File: config.mk
export PLATFORM = sky130hd
export DESIGN_NAME = apb3_requester_arb
export DESIGN_NICKNAME = d
export VERILOG_FILES = /design/src/rtl/apb3_requester_arb_pkg.sv /design/src/rtl/apb3_requester_arb_rr_arbiter.sv /design/src/rtl/apb3_requester_arb.sv
export SDC_FILE = /design/constraint.sdc
export NUM_CORES = 1
export LEC_CHECK = 0
export CORE_ASPECT_RATIO = 0.5
export CORE_MARGIN = 8
export CORE_UTILIZATION = 30
export CTS_BUF_LIST = sky130_fd_sc_hd__clkbuf_16
export CTS_CLUSTER_SIZE = 16
export DETAILED_ROUTE_END_ITERATION = 6
export GPL_TIMING_DRIVEN = 0
export PLACE_DENSITY = 0.66
export SETUP_SLACK_MARGIN = 0.3
export SLEW_MARGIN = 20
export SYNTH_ARGS = -nofsm -noshare
export SYNTH_HDL_FRONTEND = slang
export SYNTH_SLANG_ARGS = --single-unit
File: constraint.sdc
create_clock -name clk -period 2.1 [get_ports clk]
set_clock_uncertainty 0.2 [all_clocks]
set_input_delay 0.525 -clock clk [delete_from_list [all_inputs] [get_ports clk]]
set_output_delay 0.525 -clock clk [all_outputs]
set_load 0.01 [all_outputs]
File: src/rtl/apb3_requester_arb_pkg.sv
// Shared types and constants for the APB3 requester arbiter.
// Optional ACCESS watchdog is enabled by APB3_REQUESTER_ARB_TIMEOUT_EN.
package apb3_requester_arb_pkg;

    localparam int APB_DATA_W = 32;

    localparam logic [APB_DATA_W-1:0] TIMEOUT_RDATA = 32'hDEAD_BEEF;

    typedef enum logic [1:0] {
        IDLE   = 2'd0,
        SETUP  = 2'd1,
        ACCESS = 2'd2
    } state_t;

    // Bits above the round-robin pointer get first pick; wrap to the rest otherwise.
    function automatic logic [7:0] rr_upper_mask(input int n, input int ptr);
        logic [7:0] m;
        m = '0;
        for (int i = 0; i < 8; i++) begin
            if (i < n && i > ptr) begin
                m[i] = 1'b1;
            end
        end
        return m;
    endfunction

endpackage

File: src/rtl/apb3_requester_arb_rr_arbiter.sv
// Purely combinational round-robin pick: search starts one past ptr and wraps.
// Latency: zero cycles. Backpressure: none, the caller decides when a grant is consumed.
// Returns a one-hot grant, its index, and whether any request is present.
module rr_arbiter
    import apb3_requester_arb_pkg::*;
#(
    parameter  int N     = 2,
    localparam int IDX_W = (N > 1) ? $clog2(N) : 1
) (
    input  logic [N-1:0]     valid,
    input  logic [IDX_W-1:0] ptr,
    output logic [N-1:0]     grant,
    output logic [IDX_W-1:0] grant_idx,
    output logic             any
);

    logic [7:0]   upper_mask;
    logic [N-1:0] upper;

    always_comb begin
        upper_mask = rr_upper_mask(N, int'(ptr));
        upper      = valid & upper_mask[N-1:0];
        grant      = '0;
        grant_idx  = '0;
        // Lowest set bit wins; the upper-window pass overrides the wrapped pass.
        for (int i = N - 1; i >= 0; i--) begin
            if (valid[i]) begin
                grant     = '0;
                grant[i]  = 1'b1;
                grant_idx = IDX_W'(i);
            end
        end
        for (int i = N - 1; i >= 0; i--) begin
            if (upper[i]) begin
                grant     = '0;
                grant[i]  = 1'b1;
                grant_idx = IDX_W'(i);
            end
        end
        any = |valid;
    end

endmodule

File: src/rtl/apb3_requester_arb.sv
// Round-robin APB3 sequencer sharing one completer among N_REQ requesters.
// Latency: accept-to-rsp_valid 3 cycles plus completer wait states; back-to-back every 3 cycles.
// Backpressure: req_ready only in IDLE; ACCESS stalls on pready (bounded when APB3_REQUESTER_ARB_TIMEOUT_EN).
module apb3_requester_arb
    import apb3_requester_arb_pkg::*;
#(
    parameter int N_REQ          = 2,
    parameter int ADDR_W         = 12,
    parameter int TIMEOUT_CYCLES = 64
) (
    input  logic                         clk,
    input  logic                         rst,
    input  logic [N_REQ-1:0]             req_valid,
    output logic [N_REQ-1:0]             req_ready,
    input  logic [N_REQ-1:0]             req_write,
    input  logic [N_REQ*ADDR_W-1:0]      req_addr,
    input  logic [N_REQ*APB_DATA_W-1:0]  req_wdata,
    output logic [N_REQ-1:0]             rsp_valid,
    output logic [APB_DATA_W-1:0]        rsp_rdata,
    output logic                         rsp_err,
    output logic                         m_apb_psel,
    output logic                         m_apb_penable,
    output logic                         m_apb_pwrite,
    output logic [ADDR_W-1:0]            m_apb_paddr,
    output logic [APB_DATA_W-1:0]        m_apb_pwdata,
    input  logic [APB_DATA_W-1:0]        m_apb_prdata,
    input  logic                         m_apb_pready,
    input  logic                         m_apb_pslverr
);

    localparam int IDX_W = $clog2(N_REQ);

    if (N_REQ < 2 || N_REQ > 8 || TIMEOUT_CYCLES < 1) begin : g_bad_param
        $error("apb3_requester_arb: N_REQ must be 2..8 and TIMEOUT_CYCLES >= 1");
    end

    state_t               state;
    state_t               state_nxt;
    logic [IDX_W-1:0]     ptr;
    logic [N_REQ-1:0]     grant;
    logic [IDX_W-1:0]     grant_idx;
    logic                 grant_any;
    logic                 accept;
    logic                 finish;
    logic                 abort;
    logic                 to_hit;
    logic                 sel_write;
    logic [ADDR_W-1:0]    sel_addr;
    logic [APB_DATA_W-1:0] sel_wdata;
    logic [N_REQ-1:0]     ptr_onehot;

    rr_arbiter #(
        .N (N_REQ)
    ) u_rr_arbiter (
        .valid     (req_valid),
        .ptr       (ptr),
        .grant     (grant),
        .grant_idx (grant_idx),
        .any       (grant_any)
    );

    assign req_ready = (state == IDLE) ? grant : '0;

    // Payload mux driven by the one-hot grant.
    always_comb begin
        sel_write = 1'b0;
        sel_addr  = '0;
        sel_wdata = '0;
        for (int i = 0; i < N_REQ; i++) begin
            if (grant[i]) begin
                sel_write = req_write[i];
                sel_addr  = req_addr[i*ADDR_W +: ADDR_W];
                sel_wdata = req_wdata[i*APB_DATA_W +: APB_DATA_W];
            end
        end
    end

    // ptr always holds the requester that owns the current transfer.
    always_comb begin
        ptr_onehot = '0;
        for (int i = 0; i < N_REQ; i++) begin
            ptr_onehot[i] = (ptr == IDX_W'(i));
        end
    end

`ifdef APB3_REQUESTER_ARB_TIMEOUT_EN
    localparam int TO_W = $clog2(TIMEOUT_CYCLES + 1);

    logic [TO_W-1:0] to_cnt;

    assign to_hit = (to_cnt == TO_W'(TIMEOUT_CYCLES));

    always_ff @(posedge clk or negedge rst) begin
        if (!rst) begin
            to_cnt <= '0;
        end else if (state == SETUP) begin
            to_cnt <= '0;
        end else if (state == ACCESS && !m_apb_pready && !to_hit) begin
            to_cnt <= to_cnt + 1'b1;
        end
    end
`else
    assign to_hit = 1'b0;
`endif

    always_ff @(posedge clk or negedge rst) begin
        if (!rst) begin
            state <= IDLE;
        end else begin
            state <= state_nxt;
        end
    end

    // A real pready outranks the watchdog in the same cycle.
    always_comb begin
        state_nxt = state;
        accept    = 1'b0;
        finish    = 1'b0;
        abort     = 1'b0;
        case (state)
            IDLE: begin
                if (grant_any) begin
                    accept    = 1'b1;
                    state_nxt = SETUP;
                end
            end
            SETUP: begin
                state_nxt = ACCESS;
            end
            ACCESS: begin
                if (m_apb_pready) begin
                    finish    = 1'b1;
                    state_nxt = IDLE;
                end else if (to_hit) begin
                    abort     = 1'b1;
                    state_nxt = IDLE;
                end
            end
            default: begin
                state_nxt = IDLE;
            end
        endcase
    end

    always_ff @(posedge clk or negedge rst) begin
        if (!rst) begin
            ptr           <= IDX_W'(N_REQ - 1);
            m_apb_psel    <= 1'b0;
            m_apb_penable <= 1'b0;
            m_apb_pwrite  <= 1'b0;
            m_apb_paddr   <= '0;
            m_apb_pwdata  <= '0;
            rsp_valid     <= '0;
            rsp_rdata     <= '0;
            rsp_err       <= 1'b0;
        end else begin
            rsp_valid <= '0;
            if (accept) begin
                ptr          <= grant_idx;
                m_apb_psel   <= 1'b1;
                m_apb_pwrite <= sel_write;
                m_apb_paddr  <= sel_addr;
                m_apb_pwdata <= sel_wdata;
            end
            if (state == SETUP) begin
                m_apb_penable <= 1'b1;
            end
            if (finish || abort) begin
                m_apb_psel    <= 1'b0;
                m_apb_penable <= 1'b0;
                rsp_valid     <= ptr_onehot;
                rsp_rdata     <= finish ? m_apb_prdata : TIMEOUT_RDATA;
                rsp_err       <= finish ? m_apb_pslverr : 1'b1;
            end
        end
    end

endmodule

# Word level (Yosys, flattened, before mapping)
# Index checks and enable logic that the tools add are counted.
# op_classes
magnitude_cmp,1
eq_ne,4
mux,28
bitwise_logic,2
n_reduce_logical,5
# ops
cell,count
$mux W32,2
$mux W12,2
$mux W2,8
$mux W1,15
$pmux W2 S3,1
$ne A2 B2 Y1 const B,2
$reduce_bool A2 Y1,2
$and A2 B2 Y2,1
$eq A2 B1 Y1 const B,1
$eq A2 B2 Y1 const B,1
$logic_not A2 Y1,1
$reduce_and A2 Y1,1
$reduce_or A2 Y1,1
$gt A1 B1 Y1 const A,1
$not A1 Y1,1
# totals
ff_bits,85
input_bits,128
output_inout_bits,84
word_cells,50

# Logic depth before layout (Yosys ltp)
# Gate-level depths: netlist of run 1.
# depth
depth_word,7
depth_mapped,5
depth_no_buf,4

# By module
# From an unflattened synthesis of run 1, not the netlist that was laid out.
# unflattened
cells_unflattened,300
area_unflattened_um2,3603.5
# modules_own_cells
module,n_inst,cells_per_inst,area_per_inst_um2
apb3_requester_arb,1,295,3570.9
rr_arbiter,1,5,32.5

# Worst setup path before layout of run 1
# No wires, ideal clock.
# synth_path
path_kind,input to output
from,in req_valid[1]
to,out req_ready[1]
arrival_time_ns,1.182
slack_ns,0.193
stages,3
path_buffers,1
cell_sequence,a21boi_2 clkbuf_2 and2_1
# synth_via
elab_chain_len,5
elab_cells_between_ends,6
cone_classes,5 x mux; 1 x bitwise
# synth_lines
element,line,rtl
start: declaration,apb3_requester_arb.sv:13,"input logic [N_REQ-1:0] req_valid,"
$mux W2 (2 in a row),apb3_requester_arb_rr_arbiter.sv:27,if (valid[i]) begin
$mux W2 * (2 in a row),apb3_requester_arb_rr_arbiter.sv:34,if (upper[i]) begin
$mux W2 *,apb3_requester_arb.sv:62,assign req_ready = (state == IDLE) ? grant : '0;
end: declaration,apb3_requester_arb.sv:14,"output logic [N_REQ-1:0] req_ready,"
# Mark *: on every way between the ends. The rest lies on a longest branch, timed or not.

# Worst setup path in the final report of run 1
# layout_path
from,reg ptr
to,out req_ready[0]
# layout_via
elab_chain_len,6
# layout_lines
element,line,rtl
start: declaration,apb3_requester_arb.sv:39,logic [IDX_W-1:0] ptr;
start signal: assignment,apb3_requester_arb.sv:147,ptr <= IDX_W'(N_REQ - 1);
start signal: assignment,apb3_requester_arb.sv:159,ptr <= grant_idx;
$gt A1 B1 Y1,apb3_requester_arb_pkg.sv:20,if (i < n && i > ptr) begin
$mux W1,apb3_requester_arb_pkg.sv:20,
$and A2 B2 Y2,apb3_requester_arb_rr_arbiter.sv:22,upper = valid & upper_mask[N-1:0];
$mux W2 (2 in a row),apb3_requester_arb_rr_arbiter.sv:34,
$mux W2,apb3_requester_arb.sv:62,
# Every way passes these cells.

==> metrics.txt, run 1 <==
status=complete, but fails checks; failing checks=setup timing; CTS H-tree depth=3; CTS Buf Count=9; relative slew slack=64.1%; total congestion overflow=0; top sig layer=met4; CORE AREA=0.0118 mm²; area growth from synthesis to layout=82.0%; Synth cell types=25; die width=172 µm; drt drc=0; sequential share of the synthesized area=58.7%; Via density=4.71; Pwr Density=1390 mW/mm²; total global-route track usage=16.0%; Worst Slack Setup Final=-0.0826 ns; syn nets=376; Layout Nets=628; Synth Cell Area=0.00363 mm²; R2R cell count=8; number of global-route vias before repair=3,389; clk root buf=clkbuf_16; drt first pass iters=4; crit start category=flop; Peak VDD IR=0.453 mV; hold path depth=1; Worst Path Max Fanout=2; die footprint=0.0161 mm²; Fin Setup TNS=-0.140 ns; wl on met1=5350 µm; first-pass GRT wire length=19,900 µm; Layout fillers=1,030; IO buf count=211; Final Cell Area=0.00660 mm²; area occupied by multi-input gates=0.00138 mm²; crit share post-route=104%; antenna-violating nets left=0; Worst Hold Class=reg -> reg; RSZ-0062 raised after global routing=yes; pin count of the biggest net entering global routing=58; final hold viol count=0; Slew @ Worst Pin=0.539 ns; drt total wl=13,400 µm; Ys Warns=0; Max Cap Violations=0; I/O Pins=212; Period minus WS final=2.18 ns; vias=3,159; Die Ht=93.8 µm; Avg Inst Size Synth=14.6 µm²; WL met2=7340 µm; CTS Buffer Depth=2; Site Rows=28; GP Congestion=0.746; Post-Syn Instances=248; CTS tree=yes; Initial Util=30.7%; hpwl dp=9660 µm; FF+latch area=0.00213 mm²; Final Util=55.9%; initial antenna violation count=0; leak pwr=3.27 nW; initial drt markers=179; Synth Register Bits=85; Placed Area=0.00599 mm²; WP data required=1.37 ns; f_max=458 MHz; endpoints failing setup=2; clock sink count=85; Final Slew Violations=0; DR WL met3=436 µm; Antenna diodes=0; WL/cell=20.0 µm; share of layout cells above drive strength 1=22.4%; Data arrival, critical path=1.46 ns; Setup crit end kind=primary output; clock slew at reported path FFs=0.06 ns; WS Path Type=reg -> out; clock latency on the worst-skew pair=0.33 ns
[worst paths after layout]
path	slack, ns	endpoint	start
hold / removal	0.28	m_apb_psel	m_apb_psel
max in group asynchronous	0.64	ptr	rst
setup reg to reg	0.13	m_apb_pwdata[5]	state[0]
min in group asynchronous	0.43	m_apb_pwdata[6]	rst
hold reg to reg	0.28	m_apb_psel	m_apb_psel
setup / recovery	-0.08	req_ready[0]	ptr
[critical path, stage by stage (launching register included)]
cell and delay [ns]:
dfstp_2 0.54, nand2b_4 0.12, and3_4 0.18, buf_8 0.10, buf_8 0.09, buf_6 0.09
[per-stage QoR]
step | power [mW] | hold slack [ns] | cells | worst slack (ns)
floorplan | 4.98 | 0.0294 | 248 | 0.269
global placement | 7.33 | 0.274 | 624 | -3.03
detailed placement | 7.38 | 0.219 | 625 | -1.01
CTS | 9.09 | 0.287 | 663 | -0.113
global route | 9.68 | 0.296 | 670 | -0.130
finish | 9.18 | 0.283 | 670 | -0.0826
[cells in the mapped netlist]
cell | count | area, µm²
mux2_2 | 9 | 101
nor2_2 | 1 | 6.26
o21ai_2 | 1 | 8.76
dfrtp_1 | 84 | 2100
o21a_1 | 1 | 7.51
and3_4 | 1 | 11.3
a21oi_1 | 2 | 10.0
and2_1 | 1 | 6.26
and3_1 | 42 | 263
nand2_1 | 1 | 3.75
clkbuf_1 | 8 | 30.0
nor2_1 | 2 | 7.51
a21o_1 | 1 | 7.51
clkbuf_2 | 4 | 20.0
nand2b_1 | 1 | 6.26
a21boi_2 | 1 | 11.3
buf_6 | 9 | 101
a221o_1 | 42 | 420
mux2_4 | 27 | 405
nand2b_4 | 1 | 13.8
a32o_1 | 3 | 30.0
or2_1 | 1 | 6.26
inv_1 | 3 | 11.3
dfstp_2 | 1 | 26.3
mux2i_1 | 1 | 10.0
[cell families (layout without fill, tap and decap cells)]
kind of cell | count (synthesis) | after routing | synth area share (%)
DFF | 85 | 85 | 58.7
muxes | 37 | 37 | 14.2
and+or+nand+nor | 51 | 51 | 8.93
buffers and inverters | 24 | 281 | 4.48
AOI/OAI and AO/OA | 51 | 51 | 13.7
[per-layer routing]
layer / vias up / GRT usage (%)
met5: - / 0
met4: 0 / 5.54
met3: 16 / 3.98
met2: 72 / 29.6
met1: 1602 / 17.9
li1: 1469 / -
[placed cells by master, fill, tap and decap left out, drive strengths merged]
cell           instances
bufinv                 3
o21ai                  1
inv                    5
dfstp                  1
or2                    1
dfrtp                 84
a21oi                  2
clkdlybuf4s50        123
nand2                  1
a32o                   3
a21boi                 1
nand2b                 2
a21o                   1
dlygate4sd2           83
clkbuf                21
o21a                   1
mux2i                  1
dlygate4sd3            1
and2                   1
nor2                   3
clkdlybuf4s15          2
and3                  43
a221o                 42
mux2                  36
buf                   41
clkinv                 2
[cell type report]
class	instances	share of cell area [%]
timing repair buffer	241	34.7
sequential	85	32.3
multi-input combinational	139	20.8
buffer	21	3.85
clock buffer	9	3.41
tap	165	3.13
clock inverter	7	1.63
inverter	3	0.171
[where the power goes]
part           switching, mW  internal [mW]  leakage (nW)  total [mW]
Combinational           1.90           2.60          2.07        4.50
Clock                  0.642           1.15         0.172        1.79
Sequential             0.429           2.45          1.03        2.88
[timing repair]
action                     4_1_cts  5_1_grt
hold endpoints to repair        28        0
pin swaps                        3        3
setup endpoints to repair      158       50
hold buffers                     1        0
cloned                           2        0
buffers inserted                19        7
resized for setup              126       15
[registers in the layout (all words and copies together) (netlist names)]
name	count
m_apb_pwdata	32
rsp_rdata	32
m_apb_paddr	12
rsp_valid	2
state	2
m_apb_penable	1
m_apb_psel	1
m_apb_pwrite	1
ptr	1
rsp_err	1
Power figures use the tool's default switching activity.
==> inputs of run 2 (changes only) <==
--- a/config.mk
+++ b/config.mk
@@ -5,6 +5,7 @@
 export SDC_FILE = /design/constraint.sdc
 export NUM_CORES = 1
 export LEC_CHECK = 0
+export ABC_AREA = 1
 export CORE_ASPECT_RATIO = 0.5
 export CORE_MARGIN = 8
 export CORE_UTILIZATION = 30
@@ -12,7 +13,8 @@
 export CTS_CLUSTER_SIZE = 16
 export DETAILED_ROUTE_END_ITERATION = 6
 export GPL_TIMING_DRIVEN = 0
-export PLACE_DENSITY = 0.66
+export PLACE_DENSITY = 0.65
+export REMOVE_ABC_BUFFERS = 1
 export SETUP_SLACK_MARGIN = 0.3
 export SLEW_MARGIN = 20
 export SYNTH_ARGS = -nofsm -noshare
==> run 2 against run 1 <==
Compared with the run above:
- the flow still finishes with violations (setup timing)
- clock power fell by 16%
- total power fell by 2.3%
- combinational power rose by 4%
- global-route usage rose by 1.7 points
- setup slack got worse by 0.026 ns
- synthesized cell count rose by 74%
- worst hold slack got worse by 0.011 ns
- core utilization fell by 1.8 points
- critical endpoint is now req_ready[1]
==> metrics.txt, run 2 <==
RSZ-0062 raised after global routing=yes; Setup WS pre-CTS=-1.03 ns (-0.0165 ns); ranking of synthesized cells by area=dfrtp_1, nand2_1, nand4_1; commonest non-fill, non-tap cells in the layout=nand2_1, clkdlybuf4s50_1, nand4_1; Die Ht=95.7 µm (+2.0%); WS Path Type=reg -> out; clock sink count=85 (unchanged); share of layout cells above drive strength 1=11.2% (-11 points); status=complete, but fails checks; leak pwr=3.28 nW (+0.28%); area growth from synthesis to layout=78.0%; die footprint=0.0168 mm² (+4.3%); WL/cell=18.6 µm (-6.9%); Pwr Density=1320 mW/mm² (-4.8%); ys async rst share=100% (unchanged); R2R setup slack=0.31 ns (+0.18 ns); drt total wl=15,500 µm (+16%); clock share of power=16.7% (-2.8 points); sequential fraction of design power=31.1% (-0.3 points); endpoints failing setup=2 (unchanged); relative slew slack=77.6% (+13 points); CTS H-tree depth=3 (unchanged); count leader, synth=nand2_1; total global-route track usage=17.8% (+1.7 points); P_sw=3.52 mW (+18%); Post-synth EDFFs=0 (unchanged); global routing usage on met2=31.3% (+1.8 points); CTS tree=yes; most used flip-flop cell after synthesis=dfrtp_1; Final Slew Violations=0 (unchanged); Worst Hold Class=reg -> reg; drt first pass iters=5 (+1); Peak VDD IR=0.556 mV (+23%); crit start category=flop; Via density=4.95 (+4.9%); clock slew at reported path FFs=0.06 ns (about the same); cell total after placement=783 (+25%); Period minus WS final=2.21 ns (+0.0263 ns); busiest grt layer=met2; Sw Share=39.2% (+6.8 points); commonest non-fill, non-tap cell in the layout=nand2_1; Site Rows=29 (+3.6%); Initial Util=30.4% (-0.31 points); Global Route met1 Usage=21.3% (+3.4 points); total congestion overflow=0 (unchanged); sequential share of the synthesized area=55.9% (-2.8 points); CTS Buffer Depth=2 (unchanged); Synth Register Bits=85 (unchanged); Avg Inst Size Synth=8.83 µm² (-40%); Pint=5.45 mW (-12%); Setup crit end kind=primary output; Slew @ Worst Pin=0.336 ns (-0.202 ns); Worst Slack Setup Final=-0.109 ns (-0.0263 ns); Synth cell types=17 (-32%); Synth Cell Area=0.00381 mm² (+5.0%); antenna-violating nets left=0 (unchanged); Comb pwr share=52.2% (+3.1 points); CTS Buf Count=9 (unchanged); CORE AREA=0.0125 mm² (+6.0%); hpwl dp=9650 µm (-0.11%); initial antenna violation count=0 (unchanged); Non-Filler Instances=832 (+24%); IO buf count=211 (unchanged); Placed Area=0.00611 mm² (+2.0%); Max Cap Violations=0 (unchanged); f_max=453 MHz (-1.2%); Commonest cells post-synth=nand2_1, dfrtp_1, nand4_1; Layout Nets=785 (+25%); Post-Syn Instances=431 (+74%); Worst Path Max Fanout=2 (unchanged); Data arrival, critical path=1.48 ns (+0.02 ns); leading area contributor after synthesis=dfrtp_1; vias=4,116 (+30%); WP data required=1.37 ns (about the same); Antenna diodes=0 (unchanged); Top Registers=m_apb_pwdata x32, rsp_rdata x32, m_apb_paddr x12; Fin Setup TNS=-0.210 ns (-0.0702 ns); initial drt markers=261 (+46%); Yosys top cell area share=55.2% (-2.7 points); clock latency on the worst-skew pair=0.34 ns (about the same); first-pass GRT wire length=23,500 µm (+18%); failing checks=setup timing; pin count of the biggest net entering global routing=66 (+14%); final hold viol count=0 (unchanged); GRT met3 Usage=4.62% (+0.64 points); number of global-route vias before repair=4,184 (+23%); drt drc=0 (unchanged); Final Cell Area=0.00678 mm² (+2.6%); clk root buf=clkbuf_16; I/O Pins=212 (unchanged); crit share post-route=105% (+1.3 points); Ys Warns=0 (unchanged); Tot Pwr=8.97 mW (-2.3%); die width=175 µm (+2.2%); Layout fillers=1,152 (+12%); GP Congestion=0.715 (-4.1%)
-- run 2: changes by cell type after synthesis, moves of 25 or more --
cell,delta
and3_1,-42
nand2_1,+156
nand3_1,+49
nand4_1,+84
a221o_1,-42
mux2_4,-27
buf_2,+25
-- run 2: logic make-up (layout without fill, tap and decap cells) --
family          after synthesis  after routing  share of synthesized area, %
flops                        85             85                          55.9
simple gates                298            301                          37.1
buf+inv                      44            272                          6.15
compound gates                4              4                         0.887
-- run 2: metal layers --
layer	wire length, µm	share of wire, %
met4	267	1.7
met2	7740	50
met3	1010	6.6
met5	0	0
met1	6430	42
-- run 2: area by class of cell --
cell class,instances,area [µm²],share of cell area (%)
multi-input combinational,305,1530,22.6
timing repair buffer,249,2580,38.1
clock inverter,7,50.0,0.739
tap,170,213,3.14
inverter,7,45.0,0.665
clock buffer,9,225,3.32
sequential,85,2130,31.4
-- run 2: power groups by stage --
| stage | combinational, mW | sequential, mW | clock, mW |
|---|---|---|---|
| 6_report | 4.68 | 2.79 | 1.50 |
| 3_3_place_gp | 4.09 | 2.80 | 0 |
| 5_1_grt | 5.08 | 2.88 | 1.62 |
| 2_1_floorplan | 1.41 | 3.17 | 0 |
| 4_1_cts | 4.55 | 2.79 | 1.54 |
| 3_5_place_dp | 4.38 | 2.83 | 0 |
-- run 2: path summary, 6_finish.rpt --
kind                               startpoint                to  cells after the start
min in group asynchronous                 rst  m_apb_pwdata[21]                      2
worst min-delay path            rsp_rdata[11]     rsp_rdata[11]                      2
worst max-delay path                      ptr      req_ready[1]                      7
worst max register to register            ptr   m_apb_paddr[11]                     10
max in group asynchronous                 rst               ptr                      3
worst min register to register  rsp_rdata[11]     rsp_rdata[11]                      2
-- run 2: what timing repair did --
action / in CTS / in global routing
pin swaps: 4 / 4
resized for setup: 107 / 13
hold buffers: 1 / 0
setup buffers: 16 / 8
endpoints found under the setup margin: 165 / 83
cloned: 7 / 1
endpoints found under the hold margin: 20 / 0
-- run 2: worst max-delay path, cell delays in order, from the launching register on --
cell and delay [ns]:
dfstp_2 0.57, buf_4 0.12, buf_6 0.08, buf_6 0.10, nand2_8 0.06, nand3_4 0.06, inv_2 0.04, buf_6 0.11
-- run 2: metrics by stage --
stage | hold WS, ns | util [%]
floorplan | 0.0294 | -
global route | 0.296 | 54.1
finish | 0.272 | 54.1
detailed placement | 0.192 | 48.8
CTS | 0.278 | 53.0
global placement | 0.262 | 47.3
==> inputs of run 3 (changes only) <==
--- a/config.mk
+++ b/config.mk
@@ -13,7 +13,7 @@
 export CTS_CLUSTER_SIZE = 16
 export DETAILED_ROUTE_END_ITERATION = 6
 export GPL_TIMING_DRIVEN = 0
-export PLACE_DENSITY = 0.65
+export PLACE_DENSITY = 0.68
 export REMOVE_ABC_BUFFERS = 1
 export SETUP_SLACK_MARGIN = 0.3
 export SLEW_MARGIN = 20
==> constraint.sdc (replaced) <==
create_clock -name clk -period 1.95 [get_ports clk]
set_clock_uncertainty 0.2 [all_clocks]
set_input_delay 0.4875 -clock clk [delete_from_list [all_inputs] [get_ports clk]]
set_output_delay 0.4875 -clock clk [all_outputs]
set_load 0.01 [all_outputs]
==> run 3 against run 2 <==
Compared with the run above:
- sequential power up 11%
- clock power increased by 23%
- largest cell class unchanged
- die area is the same
- global-route usage increased by 1.5 points
- total power grew 36%
- routed wire length increased by 11%
- the flow still finishes with violations (setup timing)
- largest power group unchanged
- core utilization increased by 6.3 points
- sequential share of layout area is 3.3 points lower
==> metrics.txt, run 3 (synthesis gave the netlist of run 2 again) <==
WL/cell=19.6 µm (+5.7%); hold path depth=2 (unchanged); Data arrival, critical path=1.41 ns (-0.07 ns); area growth from synthesis to layout=98.7%; relative slew slack=71.0% (-6.6 points); Peak VDD IR=0.815 mV (+47%); clock slew at reported path FFs=0.07 ns (about the same); busiest grt layer=met2; leak pwr=3.78 nW (+15%); Via density=5.06 (+2.2%); Site Rows=29 (unchanged); die width=175 µm (unchanged); Layout fillers=1,021 (-11%); antenna-violating nets left=0 (unchanged); total global-route track usage=19.3% (+1.5 points); global routing usage on met2=35.5% (+4.2 points); R2R cell count=11 (+1); final hold viol count=0 (unchanged); RSZ-0062 raised after global routing=yes; I/O Pins=212 (unchanged); Fin Setup TNS=-0.277 ns (-0.0672 ns); Hold Startpoint=rsp_rdata[9]; commonest non-fill, non-tap cell in the layout=clkdlybuf4s50_1; worst r2r src=state[1]; Period minus WS final=2.10 ns; CTS tree=yes; initial drt markers=325 (+25%); Worst Slack Setup Final=-0.148 ns (-0.0395 ns); first-pass GRT wire length=25,600 µm (+9.0%); drt first pass iters=4 (-1); f_max=477 MHz; pin count of the biggest net entering global routing=53 (-20%); WS Path Type=reg -> out; Die Ht=95.7 µm (unchanged); crit start category=flop; Slew @ Worst Pin=0.434 ns (+0.0978 ns); Initial Util=30.4% (unchanged); GP Congestion=0.703 (-1.7%); clock latency on the worst-skew pair=0.32 ns (-0.02 ns); drt drc=0 (unchanged); CTS Buf Count=9 (unchanged); initial antenna violation count=0 (unchanged); hpwl dp=10,100 µm (+4.3%); Tot Pwr=12.2 mW (+36%); vias=4,429 (+7.6%); clock sink count=85 (unchanged); commonest non-fill, non-tap cells in the layout=clkdlybuf4s50_1, nand2_1, nand4_1; Layout Nets=830 (+5.7%); failing checks=setup timing; endpoints failing setup=2 (unchanged); Setup WS pre-CTS=-0.961 ns (+0.0684 ns); number of global-route vias before repair=4,649 (+11%); CORE AREA=0.0125 mm² (unchanged); Pwr Density=1610 mW/mm² (+21%); Max Cap Violations=0 (unchanged); Final Cell Area=0.00757 mm² (+12%); Top Registers=m_apb_pwdata x32, rsp_rdata x32, m_apb_paddr x12; die footprint=0.0168 mm² (unchanged); GRT met3 Usage=4.74% (+0.12 points); Final Slew Violations=0 (unchanged); total congestion overflow=0 (unchanged); Antenna diodes=0 (unchanged); crit share post-route=108%; Worst Setup SP=ptr; Placed Area=0.00611 mm² (about the same); share of layout cells above drive strength 1=39.5% (+28 points); status=complete, but fails checks; Worst Path Max Fanout=2 (unchanged); Global Route met1 Usage=21.5% (+0.22 points); Setup crit end kind=primary output; WP data required=1.26 ns (-0.11 ns); Worst Hold Class=reg -> reg; CTS Buffer Depth=2 (unchanged); CTS H-tree depth=3 (unchanged); IO buf count=211 (unchanged); clk root buf=clkbuf_16; drt total wl=17,200 µm (+11%)
## run 3: cell count changes in the layout (fill, tap and decap cells not counted), moves of 6 or more
cell,previous run,this run
clkdlybuf4s15_2,0,7
buf_16,4,10
nand3_1,48,14
nand2_4,2,43
buf_2,1,56
dlygate4sd2_1,82,0
buf_4,19,48
clkbuf_2,0,19
buf_12,6,16
nand2_1,154,111
nand3_2,0,35
## run 3: worst max-delay path, cell delays in order (launching register included)
cell and delay (ns):
dfstp_2 0.56, clkinvlp_4 0.14, nand2_8 0.10, nand2_4 0.05
nor2_4 0.12, buf_6 0.11
## run 3: layout make-up
| class | count | area [µm²] | share of cell area (%) |
|---|---|---|---|
| clock buffer | 9 | 225 | 2.98 |
| clock inverter | 6 | 87.6 | 1.16 |
| inverter | 7 | 55.1 | 0.728 |
| multi-input combinational | 306 | 2030 | 26.9 |
| sequential | 85 | 2130 | 28.2 |
| tap | 170 | 213 | 2.81 |
| timing repair buffer | 293 | 2820 | 37.3 |
## run 3: report_power, final
part	total, mW	switching [mW]	internal (mW)
combinational	7.21	3.55	3.66
clock	1.84	0.725	1.12
sequential	3.11	0.510	2.60
## run 3: stage by stage
stage,util [%],hold slack [ns],instances
after CTS,60.9,0.283,856
final,60.4,0.274,876
after detailed placement,48.8,0.219,784
after global routing,60.4,0.297,876
after global placement,47.3,0.263,775
after floorplan,-,-0.00809,394
## run 3: final timing paths
check	to	slack [ns]
max	req_ready[0]	-0.15
min	rsp_rdata[9]	0.27
max reg2reg	m_apb_psel	0.04
min reg2reg	rsp_rdata[9]	0.27
max in group asynchronous	ptr	0.48
min in group asynchronous	m_apb_paddr[6]	0.44
## run 3: what timing repair did
action / 4_1_cts / 5_1_grt
resized for setup: 398 / 87
setup buffers: 44 / 20
gates cloned: 12 / 0
hold buffers: 1 / 0
endpoints found under the hold margin: 33 / 0
setup endpoints to repair: 166 / 111
pin swaps: 45 / 24
## run 3: routing by layer
metal  vias up  share of wire [%]
li1       2050                  -
met1      2124                 38
met2       199                 51
met3        56                6.4
met4         0                3.9
met5         -                  0
==> variant 1, RTL diff (config.mk and constraints of run 3) <==
Encoding of `state_t`: now one-hot (3 bits for 3 states).
--- a/src/rtl/apb3_requester_arb_pkg.sv
+++ b/src/rtl/apb3_requester_arb_pkg.sv
@@ -7,8 +7,8 @@
     localparam logic [APB_DATA_W-1:0] TIMEOUT_RDATA = 32'hDEAD_BEEF;
 
-    typedef enum logic [1:0] {
-        IDLE   = 2'd0,
-        SETUP  = 2'd1,
-        ACCESS = 2'd2
+    typedef enum logic [2:0] {
+        IDLE   = 3'b001,
+        SETUP  = 3'b010,
+        ACCESS = 3'b100
     } state_t;
 
Behaviour: no difference found for any inputs over 10 cycles, from zero or initial values and one cycle with rst low; not proved beyond that.
==> variant 1 against run 3 <==
- the run ends with hold timing, setup timing left
- non-clock buffer count down 46
- critical path depth unchanged
- routed wire length up 2.0%
- worst hold slack worse by 300 ps
- via count up 1.7%
- area after synthesis up 6.3%
- synthesized cell count up 21%
- total power down 24%
- design area down 7.6%
- sequential cell count up 1
- count of clock-buffer cells in the layout unchanged
- setup slack better by 18 ps
- largest cell class unchanged
- highest routed layer unchanged
==> variant 1: results <==
export IMPL_drive_above_1_share_pct=25.2
export IMPL_worstSkewPairLatency_ps=340
export IMPL_failing_checks="hold timing, setup timing"
export IMPL_tightest_slew_ps=634
export IMPL_worstHoldPathType="input pin to asynchronous set/reset pin"
export IMPL_setup_viol=2
export IMPL_run_status="complete, but fails checks"
export IMPL_placement_cell_area_um2=6240
export IMPL_place_congestion=0.719
export IMPL_place_detailed_hpwl_mm=9.90
export IMPL_final_net_count=885
export IMPL_detailroute_via_count=4504
export IMPL_dp_cells=879
export IMPL_vdd_drop_max_mv=0.500
export IMPL_power_static_leakage_nw=3.69
export IMPL_ys_async_sr_fraction_pct=100
export IMPL_wl_per_cell_um=18.7
export IMPL_hold_ws_ps=-29.2
export IMPL_drt_first_iter_violations=241
export IMPL_synth_top_cells_by_area="sky130_fd_sc_hd__dfrtp_1, sky130_fd_sc_hd__nand2_1, sky130_fd_sc_hd__nand3_1"
export IMPL_crit_reg2reg_launch="state[0]"
export IMPL_synth_sequential_area_ratio_pct=53.2
export IMPL_finalNonFillerCells=938
export IMPL_ff2ff_setup_slack_ps=100
export IMPL_ff2ff_path_depth=6
export IMPL_critPathArrivalTime_ps=1390
export IMPL_syn_avg_cell_area_um2=7.77
export IMPL_first_global_vias=4574
export IMPL_yosys_cell_types_count=17
export IMPL_first_pass_grt_wire_length_mm=25.7
export IMPL_yosys_top_cells_count="sky130_fd_sc_hd__nand2_1, sky130_fd_sc_hd__nand3_1, sky130_fd_sc_hd__dfrtp_1, sky130_fd_sc_hd__buf_2"
export IMPL_groute_usage_overall_pct=18.3
export IMPL_dp_worst_setup_slack_ps=-1110
export IMPL_final_hold_viol_count=47
export IMPL_fin_ws_ps=-131
export IMPL_destination_of_the_worst_register_to_register_timing_path="rsp_rdata[31]"
export IMPL_grt_max_degree=49
## variant 1: changes by cell type in the layout (fill, tap and decap cells not counted), moves of 9 or more
cell,run 3,this run
sky130_fd_sc_hd__nand2_2,3,21
sky130_fd_sc_hd__nand3_1,14,86
sky130_fd_sc_hd__buf_16,10,1
sky130_fd_sc_hd__nand4_1,84,0
sky130_fd_sc_hd__nand2_4,43,3
sky130_fd_sc_hd__nand3_2,35,6
sky130_fd_sc_hd__buf_4,48,18
sky130_fd_sc_hd__buf_2,56,78
sky130_fd_sc_hd__nand2_1,111,265
sky130_fd_sc_hd__clkbuf_2,19,5
## variant 1: cell type report
class,count,area [um^2]
Fill cell,1238,6370
Clock inverter,7,96.3
Timing Repair inverter,1,8.76
Sequential cell,86,2160
Timing Repair Buffer,247,2250
Inverter,8,62.6
Clock buffer,9,225
Tap cell,176,220
Multi-Input combinational cell,404,1960
## variant 1: stage by stage
stage / util (%) / TNS [ps]
after floorplan: - / -274
after global placement: 46.1 / -409840
after detailed placement: 46.7 / -53580
after CTS: 50.4 / -212
after global routing: 52.3 / -1340
final: 52.3 / -198
## variant 1: how the worst max path moves through the flow
stage                       startpoint           end  slack (ps)
final                              ptr  req_ready[0]        -130
after global routing               ptr  req_ready[0]        -200
after CTS                          ptr  req_ready[0]        -150
after detailed placement  req_valid[1]  req_ready[0]       -1110
after global placement    req_valid[0]  req_ready[1]       -3450
after floorplan           req_valid[0]  req_ready[1]        -270
## variant 1: what timing repair did
item,CTS,global route
endpoints found under the setup margin,165,111
buffers inserted,10,14
resized for setup,344,57
pin swaps,5,10
hold endpoints to repair,47,0
cloned,10,9
## variant 1: routing by layer
layer	GRT usage, %	part of all wire (%)	up-vias
li1	-	-	2140
met1	21.3	41	2196
met2	32.5	51	138
met3	3.93	4.6	30
met4	7.45	2.5	0
met5	0	0	-
## variant 1: cells by family after synthesis
family	after synthesis	synth area share (%)
AND/OR/NAND/NOR	392	40.4
flip-flops	86	53.2
buffers and inverters	41	6.12
AO/OA/AOI/OAI	2	0.247
## variant 1: critical path, stage by stage (launching register included)
cell and delay, ps:
sky130_fd_sc_hd__dfstp_2 570, sky130_fd_sc_hd__clkinvlp_4 140, sky130_fd_sc_hd__nand2_8 80, sky130_fd_sc_hd__nand2_2 40, sky130_fd_sc_hd__nor2_1 80, sky130_fd_sc_hd__buf_2 150
## variant 1: where the power goes
part	internal, mW	switching (mW)	leakage (nW)
clock network	1.13	0.738	0.160
registers	2.55	0.400	1.09
logic	1.85	2.63	2.45
==> variant 2, RTL diff (flow settings as in run 3) <==
Without the edit above. The parameter `ADDR_W` goes from 12 to 11.
--- a/src/rtl/apb3_requester_arb.sv
+++ b/src/rtl/apb3_requester_arb.sv
@@ -6,5 +6,5 @@
 #(
     parameter int N_REQ          = 2,
-    parameter int ADDR_W         = 12,
+    parameter int ADDR_W         = 11,
     parameter int TIMEOUT_CYCLES = 64
 ) (
Interface: changed (resized m_apb_paddr and req_addr); port bits go from 212 to 209. No check against the original RTL was run, so the function may have changed too.
==> variant 2 against run 3 <==
- the flow still finishes with violations (setup timing)
- cell count fell by 4.8%
- routed wire length fell by 5.2%
- area after synthesis rose by 0.56%
- total power fell by 12%
- setup slack improved by 22 ps
- clock power rose by 15%
- die area rose by 0.48%
- design area fell by 10%
- global-route usage fell by 1.0 points
- sequential cell count fell by 1
- sequential share of layout area rose by 2.9 points
- critical path type unchanged
- largest cell class unchanged
==> variant 2: results <==
export IMPL_failing_checks="setup timing"
export IMPL_ff2ff_setup_slack_ps=70
export IMPL_fin_ws_ps=-126
export IMPL_worstHoldPathType="flop to flop"
export IMPL_place_detailed_hpwl_mm=9.45
export IMPL_syn_avg_cell_area_um2=8.99
export IMPL_xor_and_xnor_fraction_of_the_mapped_netlist_area_pct=0
export IMPL_globalRouteMet2Util_pct=32.8
export IMPL_n_fill_cell=1172
export IMPL_wirelength_met1_mm=6.70
export IMPL_vdd_drop_max_mv=0.637
export IMPL_placement_cell_area_um2=5990
export IMPL_initial_antenna_violation_count=0
export IMPL_vias_per_cell=5.04
export IMPL_global_route_usage_met1_pct=21.4
export IMPL_clock_edge_transition_at_the_registers_on_the_reported_setup_and_hold_paths_ps=60
export IMPL_timing_setup_tns_ps=-247
export IMPL_synth_sequential_area_ratio_pct=54.9
export IMPL_setup_viol=2
export IMPL_groute_usage_overall_pct=18.3
export IMPL_met3WireLength_um=917
export IMPL_critPathArrivalTime_ps=1390
export IMPL_destination_of_the_worst_register_to_register_timing_path="m_apb_psel"
export IMPL_final_net_count=785
export IMPL_worstSkewPairLatency_ps=330
export IMPL_grt_max_degree=72
export IMPL_portBuffers=208
export IMPL_first_global_vias=4258
export IMPL_power_static_leakage_nw=3.33
export IMPL_drive_above_1_share_pct=32.4
export IMPL_place_congestion=0.710
export IMPL_ff2ff_path_depth=10
export IMPL_layout_top_registers="m_apb_pwdata (32), rsp_rdata (32), m_apb_paddr (11)"
export IMPL_dp_cells=773
export IMPL_first_pass_grt_wire_length_mm=24.2
export IMPL_run_status="complete, but fails checks"
export IMPL_drt_first_iter_violations=266
export IMPL_yosys_top_cells_count="sky130_fd_sc_hd__nand2_1, sky130_fd_sc_hd__dfrtp_1, sky130_fd_sc_hd__nand4_1, sky130_fd_sc_hd__nand3_1, sky130_fd_sc_hd__buf_2"
export IMPL_synth_top_cells_by_area="sky130_fd_sc_hd__dfrtp_1, sky130_fd_sc_hd__nand2_1, sky130_fd_sc_hd__nand4_1"
export IMPL_use_met3_pct=5.32
export IMPL_wl_per_cell_um=19.5
export IMPL_finalWirelength_mm=16.3
export IMPL_yosys_cell_types_count=19
export IMPL_cts_inserted_buffers=9
export IMPL_synth_compound_gate_area_share_pct=0.882
export IMPL_route_met2_wl_mm=8.33
export IMPL_worst_hold_path_num_cells=2
export IMPL_crit_path_start="state[0]"
export IMPL_dp_worst_setup_slack_ps=-1120
export IMPL_cp_max_fo=2
export IMPL_synth_flop_cell="sky130_fd_sc_hd__dfrtp_1"
export IMPL_tightest_slew_ps=618
[variant 2: worst max-delay path, stage by stage, from the launching register on]
cell and delay, ps:
sky130_fd_sc_hd__dfrtp_2 430, sky130_fd_sc_hd__nor2_4 180, sky130_fd_sc_hd__buf_12 130, sky130_fd_sc_hd__buf_12 100, sky130_fd_sc_hd__inv_4 20, sky130_fd_sc_hd__nor2_1 70, sky130_fd_sc_hd__buf_2 130
[variant 2: timing repair]
action	CTS	global route
hold endpoints to repair	13	0
gates cloned	9	2
gates resized for setup	264	147
buffers inserted	19	14
pin swaps	5	16
setup endpoints to repair	164	128
hold buffers	1	0
[variant 2: how the worst min path moves through the flow]
stage	from	to	slack, ps
after floorplan	rst	m_apb_paddr[0]	-8
after global placement	rsp_rdata[29]	rsp_rdata[29]	260
after detailed placement	rst	m_apb_paddr[8]	120
after CTS	rsp_rdata[3]	rsp_rdata[3]	280
after global routing	rsp_rdata[14]	rsp_rdata[14]	290
final	rsp_rdata[3]	rsp_rdata[3]	270
[variant 2: final cells by class]
| class | instances | area (um^2) | share of cell area (%) |
|---|---|---|---|
| Sequential cell | 84 | 2110 | 31.1 |
| Clock buffer | 9 | 225 | 3.32 |
| Inverter | 7 | 60.1 | 0.886 |
| Clock inverter | 7 | 140 | 2.07 |
| Multi-Input combinational cell | 305 | 1800 | 26.5 |
| Tap cell | 170 | 213 | 3.14 |
| Timing Repair Buffer | 252 | 2240 | 33.0 |
[variant 2: power by group]
part	internal, mW	switching [mW]	total (mW)
combinational	2.58	3.00	5.58
clock	1.38	0.726	2.11
sequential	2.57	0.505	3.07
[variant 2: cell families (layout without fill, tap and decap cells)]
family,after synthesis,count (layout)
AND/OR/NAND/NOR,294,300
flip-flops,84,84
buffers and inverters,44,275
AO/OA/AOI/OAI,4,5
